[config.mk]
export PLATFORM = sky130hd
export DESIGN_NAME = writeback_stage_flat
export DESIGN_NICKNAME = d
export VERILOG_FILES = /design/src/rtl/writeback_stage_if.sv /design/src/rtl/writeback_stage.sv /design/src/flat_wrapper.sv
export SDC_FILE = /design/constraint.sdc
export NUM_CORES = 1
export LEC_CHECK = 0
export ABC_CLOCK_PERIOD_IN_PS = 3150
export CORE_MARGIN = 5
export CORE_UTILIZATION = 48
export DETAILED_ROUTE_END_ITERATION = 8
export MAX_ROUTING_LAYER = met4
export PLACE_DENSITY = 0.88
export SKIP_CTS_REPAIR_TIMING = 1
export SLEW_MARGIN = 20
export SYNTH_ARGS = -nofsm -noshare
export SYNTH_HDL_FRONTEND = slang
export SYNTH_SLANG_ARGS = --single-unit
[constraint.sdc]
create_clock -name clk -period 3.15 [get_ports clk]
set_input_delay 0.63 -clock clk [delete_from_list [all_inputs] [get_ports clk]]
set_output_delay 0.63 -clock clk [all_outputs]
set_load 0.05 [all_outputs]
[src/rtl/writeback_stage_if.sv]
// MEM-to-WB bundle: instruction fields and data-memory response in, register-file
// write port, HI/LO and stall/error status out.
interface writeback_stage_if;
    logic        valid_mem;
    logic [31:0] res_mem;
    logic [31:0] res_hi_mem;
    logic [31:0] res_lo_mem;
    logic [1:0]  mem_to_reg_mem;
    logic        wr_reg_en_mem;
    logic [4:0]  wr_reg_addr_mem;
    logic        link_mem;
    logic [31:0] PC4_mem;
    logic        hi_wr_en_mem;
    logic        lo_wr_en_mem;
    logic [1:0]  load_size_mem;
    logic        sign_zero_ext_mem;
    logic [31:0] rd_data;
    logic        rd_valid;

    logic        wb_stall;
    logic        bus_err;
    logic [31:0] res_wb;
    logic [4:0]  wr_reg_addr_wb;
    logic        wr_reg_en_wb;
    logic [31:0] hi_wb;
    logic [31:0] lo_wb;
    logic        hi_wr_en_wb;
    logic        lo_wr_en_wb;

    modport master (
        output valid_mem, res_mem, res_hi_mem, res_lo_mem, mem_to_reg_mem,
               wr_reg_en_mem, wr_reg_addr_mem, link_mem, PC4_mem,
               hi_wr_en_mem, lo_wr_en_mem, load_size_mem, sign_zero_ext_mem,
               rd_data, rd_valid,
        input  wb_stall, bus_err, res_wb, wr_reg_addr_wb, wr_reg_en_wb,
               hi_wb, lo_wb, hi_wr_en_wb, lo_wr_en_wb
    );

    modport slave (
        input  valid_mem, res_mem, res_hi_mem, res_lo_mem, mem_to_reg_mem,
               wr_reg_en_mem, wr_reg_addr_mem, link_mem, PC4_mem,
               hi_wr_en_mem, lo_wr_en_mem, load_size_mem, sign_zero_ext_mem,
               rd_data, rd_valid,
        output wb_stall, bus_err, res_wb, wr_reg_addr_wb, wr_reg_en_wb,
               hi_wb, lo_wb, hi_wr_en_wb, lo_wr_en_wb
    );
endinterface

[src/rtl/writeback_stage.sv]
// MEM/WB pipeline register: selects ALU / load / link result for the GPR write port,
// waits on late data-memory responses with a timeout, and owns architectural HI/LO.
module writeback_stage #(
    parameter int unsigned LOAD_TIMEOUT = 16,
    parameter logic [4:0]  LINK_REG     = 5'd31
) (
    input logic               clk,
    input logic               reset,
    writeback_stage_if.slave  wb
);

    typedef enum logic [0:0] {
        IDLE,
        WAIT_LOAD
    } state_e;

    localparam logic [7:0] TIMEOUT_C = 8'(LOAD_TIMEOUT);

    state_e      state_q;
    logic [7:0]  cnt_q;
    logic [1:0]  off_q;
    logic [1:0]  size_q;
    logic        sext_q;
    logic [4:0]  addr_q;
    logic        wen_q;

    logic [31:0] res_q;
    logic [4:0]  waddr_q;
    logic        wen_wb_q;
    logic [31:0] hi_q;
    logic [31:0] lo_q;
    logic        hi_en_q;
    logic        lo_en_q;
    logic        bus_err_q;

    logic        is_load_d;
    logic        is_link_d;
    logic [4:0]  dest_d;
    logic        wen_d;
    logic [31:0] nonload_res_d;
    logic [31:0] load_now_d;
    logic [31:0] load_wait_d;

    // Big-endian lane pick: offset 0 addresses the most significant byte.
    function automatic logic [31:0] extract(input logic [31:0] data,
                                            input logic [1:0]  off,
                                            input logic [1:0]  size,
                                            input logic        sext);
        logic [7:0]  b;
        logic [15:0] h;
        logic [31:0] r;
        case (off)
            2'd0:    b = data[31:24];
            2'd1:    b = data[23:16];
            2'd2:    b = data[15:8];
            default: b = data[7:0];
        endcase
        h = off[1] ? data[15:0] : data[31:16];
        case (size)
            2'b01:   r = {{16{sext & h[15]}}, h};
            2'b10:   r = {{24{sext & b[7]}}, b};
            default: r = data;
        endcase
        return r;
    endfunction

    always_comb begin
        is_link_d     = wb.link_mem || (wb.mem_to_reg_mem == 2'b10);
        is_load_d     = (wb.mem_to_reg_mem == 2'b01) && !wb.link_mem;
        dest_d        = wb.link_mem ? LINK_REG : wb.wr_reg_addr_mem;
        wen_d         = wb.wr_reg_en_mem && (dest_d != 5'd0);
        nonload_res_d = is_link_d ? (wb.PC4_mem + 32'd4) : wb.res_mem;
        load_now_d    = extract(wb.rd_data, wb.res_mem[1:0], wb.load_size_mem,
                                wb.sign_zero_ext_mem);
        load_wait_d   = extract(wb.rd_data, off_q, size_q, sext_q);
    end

    // Load fields are latched on entry to WAIT_LOAD so the MEM bus is not relied on while stalled.
    always_ff @(posedge clk or negedge reset) begin
        if (!reset) begin
            state_q   <= IDLE;
            cnt_q     <= 8'd0;
            off_q     <= 2'd0;
            size_q    <= 2'd0;
            sext_q    <= 1'b0;
            addr_q    <= 5'd0;
            wen_q     <= 1'b0;
            res_q     <= 32'd0;
            waddr_q   <= 5'd0;
            wen_wb_q  <= 1'b0;
            hi_q      <= 32'd0;
            lo_q      <= 32'd0;
            hi_en_q   <= 1'b0;
            lo_en_q   <= 1'b0;
            bus_err_q <= 1'b0;
        end else begin
            wen_wb_q  <= 1'b0;
            hi_en_q   <= 1'b0;
            lo_en_q   <= 1'b0;
            bus_err_q <= 1'b0;
            case (state_q)
                IDLE: begin
                    if (wb.valid_mem) begin
                        if (wb.hi_wr_en_mem) begin
                            hi_q    <= wb.res_hi_mem;
                            hi_en_q <= 1'b1;
                        end
                        if (wb.lo_wr_en_mem) begin
                            lo_q    <= wb.res_lo_mem;
                            lo_en_q <= 1'b1;
                        end
                        if (is_load_d && !wb.rd_valid) begin
                            state_q <= WAIT_LOAD;
                            cnt_q   <= 8'd1;
                            off_q   <= wb.res_mem[1:0];
                            size_q  <= wb.load_size_mem;
                            sext_q  <= wb.sign_zero_ext_mem;
                            addr_q  <= dest_d;
                            wen_q   <= wen_d;
                        end else begin
                            res_q    <= is_load_d ? load_now_d : nonload_res_d;
                            waddr_q  <= dest_d;
                            wen_wb_q <= wen_d;
                        end
                    end
                end
                WAIT_LOAD: begin
                    if (wb.rd_valid) begin
                        res_q    <= load_wait_d;
                        waddr_q  <= addr_q;
                        wen_wb_q <= wen_q;
                        state_q  <= IDLE;
                        cnt_q    <= 8'd0;
                    end else if (cnt_q >= TIMEOUT_C) begin
                        bus_err_q <= 1'b1;
                        state_q   <= IDLE;
                        cnt_q     <= 8'd0;
                    end else begin
                        cnt_q <= cnt_q + 8'd1;
                    end
                end
                default: begin
                    state_q <= IDLE;
                    cnt_q   <= 8'd0;
                end
            endcase
        end
    end

    assign wb.wb_stall       = (state_q == WAIT_LOAD);
    assign wb.bus_err        = bus_err_q;
    assign wb.res_wb         = res_q;
    assign wb.wr_reg_addr_wb = waddr_q;
    assign wb.wr_reg_en_wb   = wen_wb_q;
    assign wb.hi_wb          = hi_q;
    assign wb.lo_wb          = lo_q;
    assign wb.hi_wr_en_wb    = hi_en_q;
    assign wb.lo_wr_en_wb    = lo_en_q;

endmodule

[src/flat_wrapper.sv]
// flat-port wrapper written by rule: the top's interface ports become plain ports
module writeback_stage_flat 
#(
    parameter int unsigned LOAD_TIMEOUT = 16,
    parameter logic [4:0]  LINK_REG     = 5'd31
)
  (clk, reset, wb_valid_mem, wb_res_mem, wb_res_hi_mem, wb_res_lo_mem, wb_mem_to_reg_mem, wb_wr_reg_en_mem, wb_wr_reg_addr_mem, wb_link_mem, wb_PC4_mem, wb_hi_wr_en_mem, wb_lo_wr_en_mem, wb_load_size_mem, wb_sign_zero_ext_mem, wb_rd_data, wb_rd_valid, wb_wb_stall, wb_bus_err, wb_res_wb, wb_wr_reg_addr_wb, wb_wr_reg_en_wb, wb_hi_wb, wb_lo_wb, wb_hi_wr_en_wb, wb_lo_wr_en_wb);
  writeback_stage_if wb_i ();
  input logic clk;
  input logic reset;
  input wire logic [$bits(wb_i.valid_mem)-1:0] wb_valid_mem;
  input wire logic [$bits(wb_i.res_mem)-1:0] wb_res_mem;
  input wire logic [$bits(wb_i.res_hi_mem)-1:0] wb_res_hi_mem;
  input wire logic [$bits(wb_i.res_lo_mem)-1:0] wb_res_lo_mem;
  input wire logic [$bits(wb_i.mem_to_reg_mem)-1:0] wb_mem_to_reg_mem;
  input wire logic [$bits(wb_i.wr_reg_en_mem)-1:0] wb_wr_reg_en_mem;
  input wire logic [$bits(wb_i.wr_reg_addr_mem)-1:0] wb_wr_reg_addr_mem;
  input wire logic [$bits(wb_i.link_mem)-1:0] wb_link_mem;
  input wire logic [$bits(wb_i.PC4_mem)-1:0] wb_PC4_mem;
  input wire logic [$bits(wb_i.hi_wr_en_mem)-1:0] wb_hi_wr_en_mem;
  input wire logic [$bits(wb_i.lo_wr_en_mem)-1:0] wb_lo_wr_en_mem;
  input wire logic [$bits(wb_i.load_size_mem)-1:0] wb_load_size_mem;
  input wire logic [$bits(wb_i.sign_zero_ext_mem)-1:0] wb_sign_zero_ext_mem;
  input wire logic [$bits(wb_i.rd_data)-1:0] wb_rd_data;
  input wire logic [$bits(wb_i.rd_valid)-1:0] wb_rd_valid;
  output wire logic [$bits(wb_i.wb_stall)-1:0] wb_wb_stall;
  output wire logic [$bits(wb_i.bus_err)-1:0] wb_bus_err;
  output wire logic [$bits(wb_i.res_wb)-1:0] wb_res_wb;
  output wire logic [$bits(wb_i.wr_reg_addr_wb)-1:0] wb_wr_reg_addr_wb;
  output wire logic [$bits(wb_i.wr_reg_en_wb)-1:0] wb_wr_reg_en_wb;
  output wire logic [$bits(wb_i.hi_wb)-1:0] wb_hi_wb;
  output wire logic [$bits(wb_i.lo_wb)-1:0] wb_lo_wb;
  output wire logic [$bits(wb_i.hi_wr_en_wb)-1:0] wb_hi_wr_en_wb;
  output wire logic [$bits(wb_i.lo_wr_en_wb)-1:0] wb_lo_wr_en_wb;
  assign wb_i.valid_mem = wb_valid_mem;
  assign wb_i.res_mem = wb_res_mem;
  assign wb_i.res_hi_mem = wb_res_hi_mem;
  assign wb_i.res_lo_mem = wb_res_lo_mem;
  assign wb_i.mem_to_reg_mem = wb_mem_to_reg_mem;
  assign wb_i.wr_reg_en_mem = wb_wr_reg_en_mem;
  assign wb_i.wr_reg_addr_mem = wb_wr_reg_addr_mem;
  assign wb_i.link_mem = wb_link_mem;
  assign wb_i.PC4_mem = wb_PC4_mem;
  assign wb_i.hi_wr_en_mem = wb_hi_wr_en_mem;
  assign wb_i.lo_wr_en_mem = wb_lo_wr_en_mem;
  assign wb_i.load_size_mem = wb_load_size_mem;
  assign wb_i.sign_zero_ext_mem = wb_sign_zero_ext_mem;
  assign wb_i.rd_data = wb_rd_data;
  assign wb_i.rd_valid = wb_rd_valid;
  assign wb_wb_stall = wb_i.wb_stall;
  assign wb_bus_err = wb_i.bus_err;
  assign wb_res_wb = wb_i.res_wb;
  assign wb_wr_reg_addr_wb = wb_i.wr_reg_addr_wb;
  assign wb_wr_reg_en_wb = wb_i.wr_reg_en_wb;
  assign wb_hi_wb = wb_i.hi_wb;
  assign wb_lo_wb = wb_i.lo_wb;
  assign wb_hi_wr_en_wb = wb_i.hi_wr_en_wb;
  assign wb_lo_wr_en_wb = wb_i.lo_wr_en_wb;
  writeback_stage #(.LOAD_TIMEOUT(LOAD_TIMEOUT), .LINK_REG(LINK_REG)) u_core (.clk(clk), .reset(reset), .wb(wb_i));
endmodule
## Word level (Yosys, flattened, before mapping)

Index checks and enable logic that the tools add are counted.

- Output and inout bits: 106
- Flip-flop bits (word level): 125
- Logic and storage cells: 91

- Order comparisons: 1
- Bitwise gates (word level): 5
- Equal/unequal tests: 14
- Reductions and logical operators: 14
- Mux-type cells: 40
- Add/sub/neg operators: 2

Operators by type and width:

| operator | number |
|---|---|
| case mux 32 bit (2 select lines) | 3 |
| two-way mux 32 bit | 5 |
| case mux 8 bit (3 select lines) | 2 |
| adder 32 x 3 -> 32 bit, second input constant | 1 |
| two-way mux 16 bit | 2 |
| two-way mux 8 bit | 4 |
| two-way mux 5 bit | 4 |
| two-way mux 1 bit | 16 |
| case mux 8 bit (2 select lines) | 1 |
| AND reduction 3 bit | 4 |
| equality test 2 x 1 -> 1 bit, second input constant | 5 |
| equality test 2 bit, second input constant | 5 |
| case mux 5 bit (2 select lines) | 1 |
| adder 8 x 1 -> 8 bit, second input constant | 1 |
| greater-or-equal comparator 8 x 5 -> 1 bit, second input constant | 1 |
| inequality test 2 bit, second input constant | 3 |
| nonzero test 5 bit | 1 |
| AND 1 bit | 4 |
| zero test 2 bit | 2 |
| case mux 1 bit (2 select lines) | 2 |
| logical AND 1 bit | 3 |
| zero test 1 bit | 2 |
| inequality test 2 x 1 -> 1 bit, second input constant | 1 |
| AND reduction 2 bit | 1 |
| other kinds (2) | 2 |

## Depth between registers and ports, before layout

- Word-level depth: 8
- Gate-level depth with buffers: 9
- Mapped depth without buffers: 8

## Worst setup path before layout

Ideal clock, no wire load.

- Path type: input to register
- From: input port wb_PC4_mem[3]
- To: register u_core.res_q[31] (netlist: u_core.wb.res_wb[31])
- Data required time: 3.024 ns
- Path slack: 0.740 ns
- Stages on the path: 7
- Arrival: 2.284 ns
- Library setup time: 0.126 ns
- Buffers on the path: 1
- Cell sequence: nand4_1 -> or3_1 -> buf_6 -> or4_1 -> mux2i_1 -> a211oi_1 -> a221o_1

- Longest elaborated chain between the ends: 6

Ends and longest elaborated chain:

| item | line | source |
|---|---|---|
| start: declaration | flat_wrapper.sv:19 | `input wire logic [$bits(wb_i.PC4_mem)-1:0] wb_PC4_mem;` |
| adder 32 x 3 -> 32 bit | writeback_stage.sv:72 | `nonload_res_d = is_link_d ? (wb.PC4_mem + 32'd4) : wb.res_mem;` |
| two-way mux 32 bit | writeback_stage.sv:72 |  |
| two-way mux 32 bit | writeback_stage.sv:121 | `res_q <= is_load_d ? load_now_d : nonload_res_d;` |
| two-way mux 32 bit | writeback_stage.sv:112 | `if (is_load_d && !wb.rd_valid) begin` |
| two-way mux 32 bit | writeback_stage.sv:103 | `if (wb.valid_mem) begin` |
| case mux 32 bit (2 select lines) | writeback_stage.sv:101 | `case (state_q)` |
| end signal: assignment | writeback_stage.sv:121 |  |
| end signal: assignment | writeback_stage.sv:129 | `res_q <= load_wait_d;` |
| end: declaration | writeback_stage.sv:27 | `logic [31:0] res_q;` |

Every way passes these cells. The select of a mux whose other input is x is not followed.
A chain may end at the register's enable or synchronous reset.

## Final worst setup path

- From: input port wb_mem_to_reg_mem[1]
- To: register u_core.res_q[18] (netlist: u_core.wb.res_wb[18])

- Longest elaborated chain between the ends: 7

Ends and longest elaborated chain:

| item | line | source |
|---|---|---|
| start: declaration | flat_wrapper.sv:15 | `input wire logic [$bits(wb_i.mem_to_reg_mem)-1:0] wb_mem_to_reg_mem;` |
| equality test 2 bit | writeback_stage.sv:68 | `is_link_d = wb.link_mem \|\| (wb.mem_to_reg_mem == 2'b10);` |
| logical OR 1 bit | writeback_stage.sv:68 |  |
| two-way mux 32 bit | writeback_stage.sv:72 |  |
| two-way mux 32 bit | writeback_stage.sv:121 |  |
| two-way mux 32 bit | writeback_stage.sv:112 |  |
| two-way mux 32 bit | writeback_stage.sv:103 |  |
| case mux 32 bit (2 select lines) | writeback_stage.sv:101 |  |

Several ways; a longest one is shown, not always the timed one. The select of a mux whose other input is x is not followed.

==> metrics.md <==
| Metric | Value |
|---|---|
| Core area | `15,000 um2` |
| Post-DP HPWL | `21.9 mm` |
| CP Capture Type | `flop` |
| CTS tree | `yes` |
| Fmax | `369 MHz` |
| Req. time, crit path | `3.51 ns` |
| Synth unique cells | `61` |
| Post-synth ARST share | `1.00` |
| Power per standard cell area | `599 nW/um2` |
| Initial Util | `0.484` |
| Cell Int Power | `between 4 and 5 mW` |
| Initial antenna violation count | `4` |
| Netlist Area Pre-Place | `7280 um2` |
| Period utilisation layout | `0.859` |
| Clk_skew | `0.00684 ns` |
| Non-Filler Cell Area, Final | `11,200 um2` |
| Total wire length | `28.9 mm` |
| Synth Warn # | `0` |
| Synthesis-stage register bit count | `125` |
| # IOs | `roughly 280` |
| Startpoint Class | `input port` |
| Pwr Total | `6.69 mW` |
| Status | `completed` |
| Worst setup margin | `0.444 ns` |
| Die Ht | `133 um` |
| Gate power share | `0.378` |
| Die area | `17,700 um2` |
| Die width | `133 um` |
| Grt ovf | `0` |
| Vias | `7,796` |
| Final setup viols | `0` |
| Layout fillers | `1,046` |
| Number of synthesized flops with an enable pin | `0` |
| Max Slew Vio Count | `0` |
| Peak fanout along the critical path | `16` |
| Port bufs | `about 280` |
| Final hold vios | `0` |
| Via density | `6.01` |
| Syn avg cell area | `9.22 um2` |
| Clock sink count | `125` |
| Buf/Inv on CP | `2` |
| DRT iter0 DRCs | `718` |
| Clock root cell | `clkbuf_16` |
| P_sw | `about 2.5 mW` |
| Ys flop type | `dfrtp_1` |
| Critical path arrival | `3.06 ns` |
| Total GRT Usage | `0.331` |
| Worst skew pair latency | `0.42 ns` |
| Maxcap violations | `0` |
| CP Cell Sequence | `clkdlybuf4s50_1, or3b_1, nor2_1, nor3_2, buf_4, o21ai_0, a221oi_1, a22o_1` |
| CP top delay family | `simple AND/OR/NAND/NOR gates` |
| Largest net degree at the start of global routing | `62` |
| Mean routed wirelength per cell | `22.3 um` |
| Seq pwr share | `0.304` |
| Post-Syn Nets | `974` |
| Layout cell share with drive strength beyond 1 | `0.156` |
| Worst Hold Class | `in2async` |
| Fin util | `0.743` |
| Rows | `45` |
| Placer Congestion | `~1.0` |
| Drc violations | `0` |
| Final ANT Viol Nets | `0` |
| Vias in the first global route | `7,781` |
| Sequential area share after synthesis | `0.430` |
| Switching share of total power | `0.377` |
| Placement Cell Area | `10,500 um2` |
| Slew HR | `0.418` |
| Clk pwr share | `0.318` |
| First-pass GRT wire length | `44.2 mm` |
| TNS Setup | `0 ns` |
| DRT Pass-1 Iters | `5` |
| Worst Tran Pin Value | `0.869 ns` |
| Maximum clock insertion buffer count | `2` |
| Unrepaired setup endpoints after global routing | `false` |
| Crit-path max cell delay | `0.72 ns` |
| Slowest-stage cell, CP | `nor3_2` |
| Pre-CTS setup slack | `0.0560 ns` |
| Cells after Synth | `789` |
| Clock period minus worst slack | `2.71 ns` |
| H-tree depth | `4` |
| Cell leakage power | `4.58 nW` |
| Maximum vdd drop | `388 uV` |
| Setup Crit Path Kind | `in2reg` |
| Worst-path clk slew | `0.06 ns` |
| Area grow syn2layout | `53.5%` |
| Num CTS Buffers | `17` |
| Nets | `between 1,000 and 1,500` |
per-layer routing:
layer  up-vias  global-route usage  wire length, um
li1       3486                   -                -
met1      3647               0.378            10500
met2       550               0.530            13700
met3       113               0.101             3210
met4         0               0.167             1630
met5         -                   -                0
cell families (layout without fill, tap and decap cells):
logic type,Yosys count,after routing,share of synthesized area
XOR/XNOR,25,25,0.0301
other,0,4,0
adder cells (fa/ha/maj),7,7,0.0120
flip-flops,125,125,0.430
buffers and inverters,70,387,0.0416
AND/OR/NAND/NOR,245,245,0.154
multiplexers,85,85,0.133
AO/OA/AOI/OAI,232,232,0.199
power groups by stage:
stage	Clock (mW)	Combinational, mW	Sequential [mW]
CTS	2.16	2.52	2.03
global route	2.24	2.65	2.06
finish	2.13	2.53	2.03
global placement	0	2.47	2.03
detailed placement	0	2.50	2.04
floorplan	0	0.698	2.79
final cells by class:
type	count	area (um2)	area share
Antenna cell	4	10.0	0.000896
Clock buffer	18	429	0.0384
Clock inverter	14	206	0.0185
Inverter	20	75.1	0.00672
Multi-Input combinational cell	594	3860	0.345
Sequential cell	125	3130	0.280
Tap cell	188	235	0.0211
Timing Repair Buffer	335	3230	0.289
sequential cells by signal, indices dropped and copies added (netlist names), 2 cells and up:
register / flops
u_core.wb.hi_wb: 32
u_core.wb.lo_wb: 32
u_core.wb.res_wb: 32
u_core.cnt_q: 8
u_core.addr_q: 5
u_core.wb.wr_reg_addr_wb: 5
u_core.off_q: 2
u_core.size_q: 2
cells in the final DEF, fill, tap and decap left out, types with 14 or more instances in the layout:
cell type / count
a211oi_1: 16
a21oi_1: 59
buf_4: 53
clkbuf_16: 17
clkdlybuf4s50_1: 281
dfrtp_1: 125
inv_1: 20
mux2_2: 76
nand2_1: 100
nand3_1: 15
nor2_1: 62
nor3_1: 17
o21ai_0: 72
xor2_1: 14
Yosys cell counts (7+ instances only):
cell type / n / share of area
a21oi_1: 59 / 0.041
nor2_1: 62 / 0.032
xor2_1: 14 / 0.017
buf_1: 7 / 0.0036
clkbuf_1: 37 / 0.019
a221oi_1: 13 / 0.016
a211oi_1: 16 / 0.017
a22oi_1: 13 / 0.013
nor2b_1: 8 / 0.0069
dfrtp_1: 125 / 0.43
nor4_1: 8 / 0.0069
xnor2_1: 11 / 0.013
mux2i_1: 7 / 0.0096
nand2_1: 100 / 0.052
nand3_1: 15 / 0.010
inv_1: 20 / 0.010
o21ai_0: 72 / 0.050
ha_1: 7 / 0.012
mux2_2: 76 / 0.12
nand4_1: 8 / 0.0069
nor3_1: 18 / 0.012
through the flow:
step	std cells	hold WS, ns
6_report	1298	0.280
5_1_grt	1298	0.342
4_1_cts	1294	0.311
3_5_place_dp	1262	0.470
3_3_place_gp	1262	0.463
2_1_floorplan	789	0.334
worst reg2reg max path, delay by kind of cell (launching register included):
kind,cells,cell delay (ns)
AND/OR/NAND/NOR,1,0.34
flip-flops,1,0.40
buffers and inverters,2,0.28
adder cells (fa/ha/maj),1,0.27
AO/OA/AOI/OAI,4,0.97
worst paths after layout:
| kind | from | slack [ns] | to | cells after the start |
|---|---|---|---|---|
| worst max register to register | u_core.size_q[0] | 0.77 | u_core.wb.res_wb[19] | 8 |
| max in group asynchronous | reset | 2.09 | u_core.wb.res_wb[20] | 2 |
| worst max-delay path | wb_mem_to_reg_mem[1] | 0.44 | u_core.wb.res_wb[18] | 8 |
| min in group clk | u_core.wb.wr_reg_addr_wb[1] | 0.48 | u_core.wb.wr_reg_addr_wb[1] | 2 |
| worst min register to register | u_core.wb.wr_reg_addr_wb[1] | 0.48 | u_core.wb.wr_reg_addr_wb[1] | 2 |
| worst min-delay path | reset | 0.28 | u_core.wb.lo_wb[8] | 1 |
No activity file was read; power rests on OpenSTA's default activity.
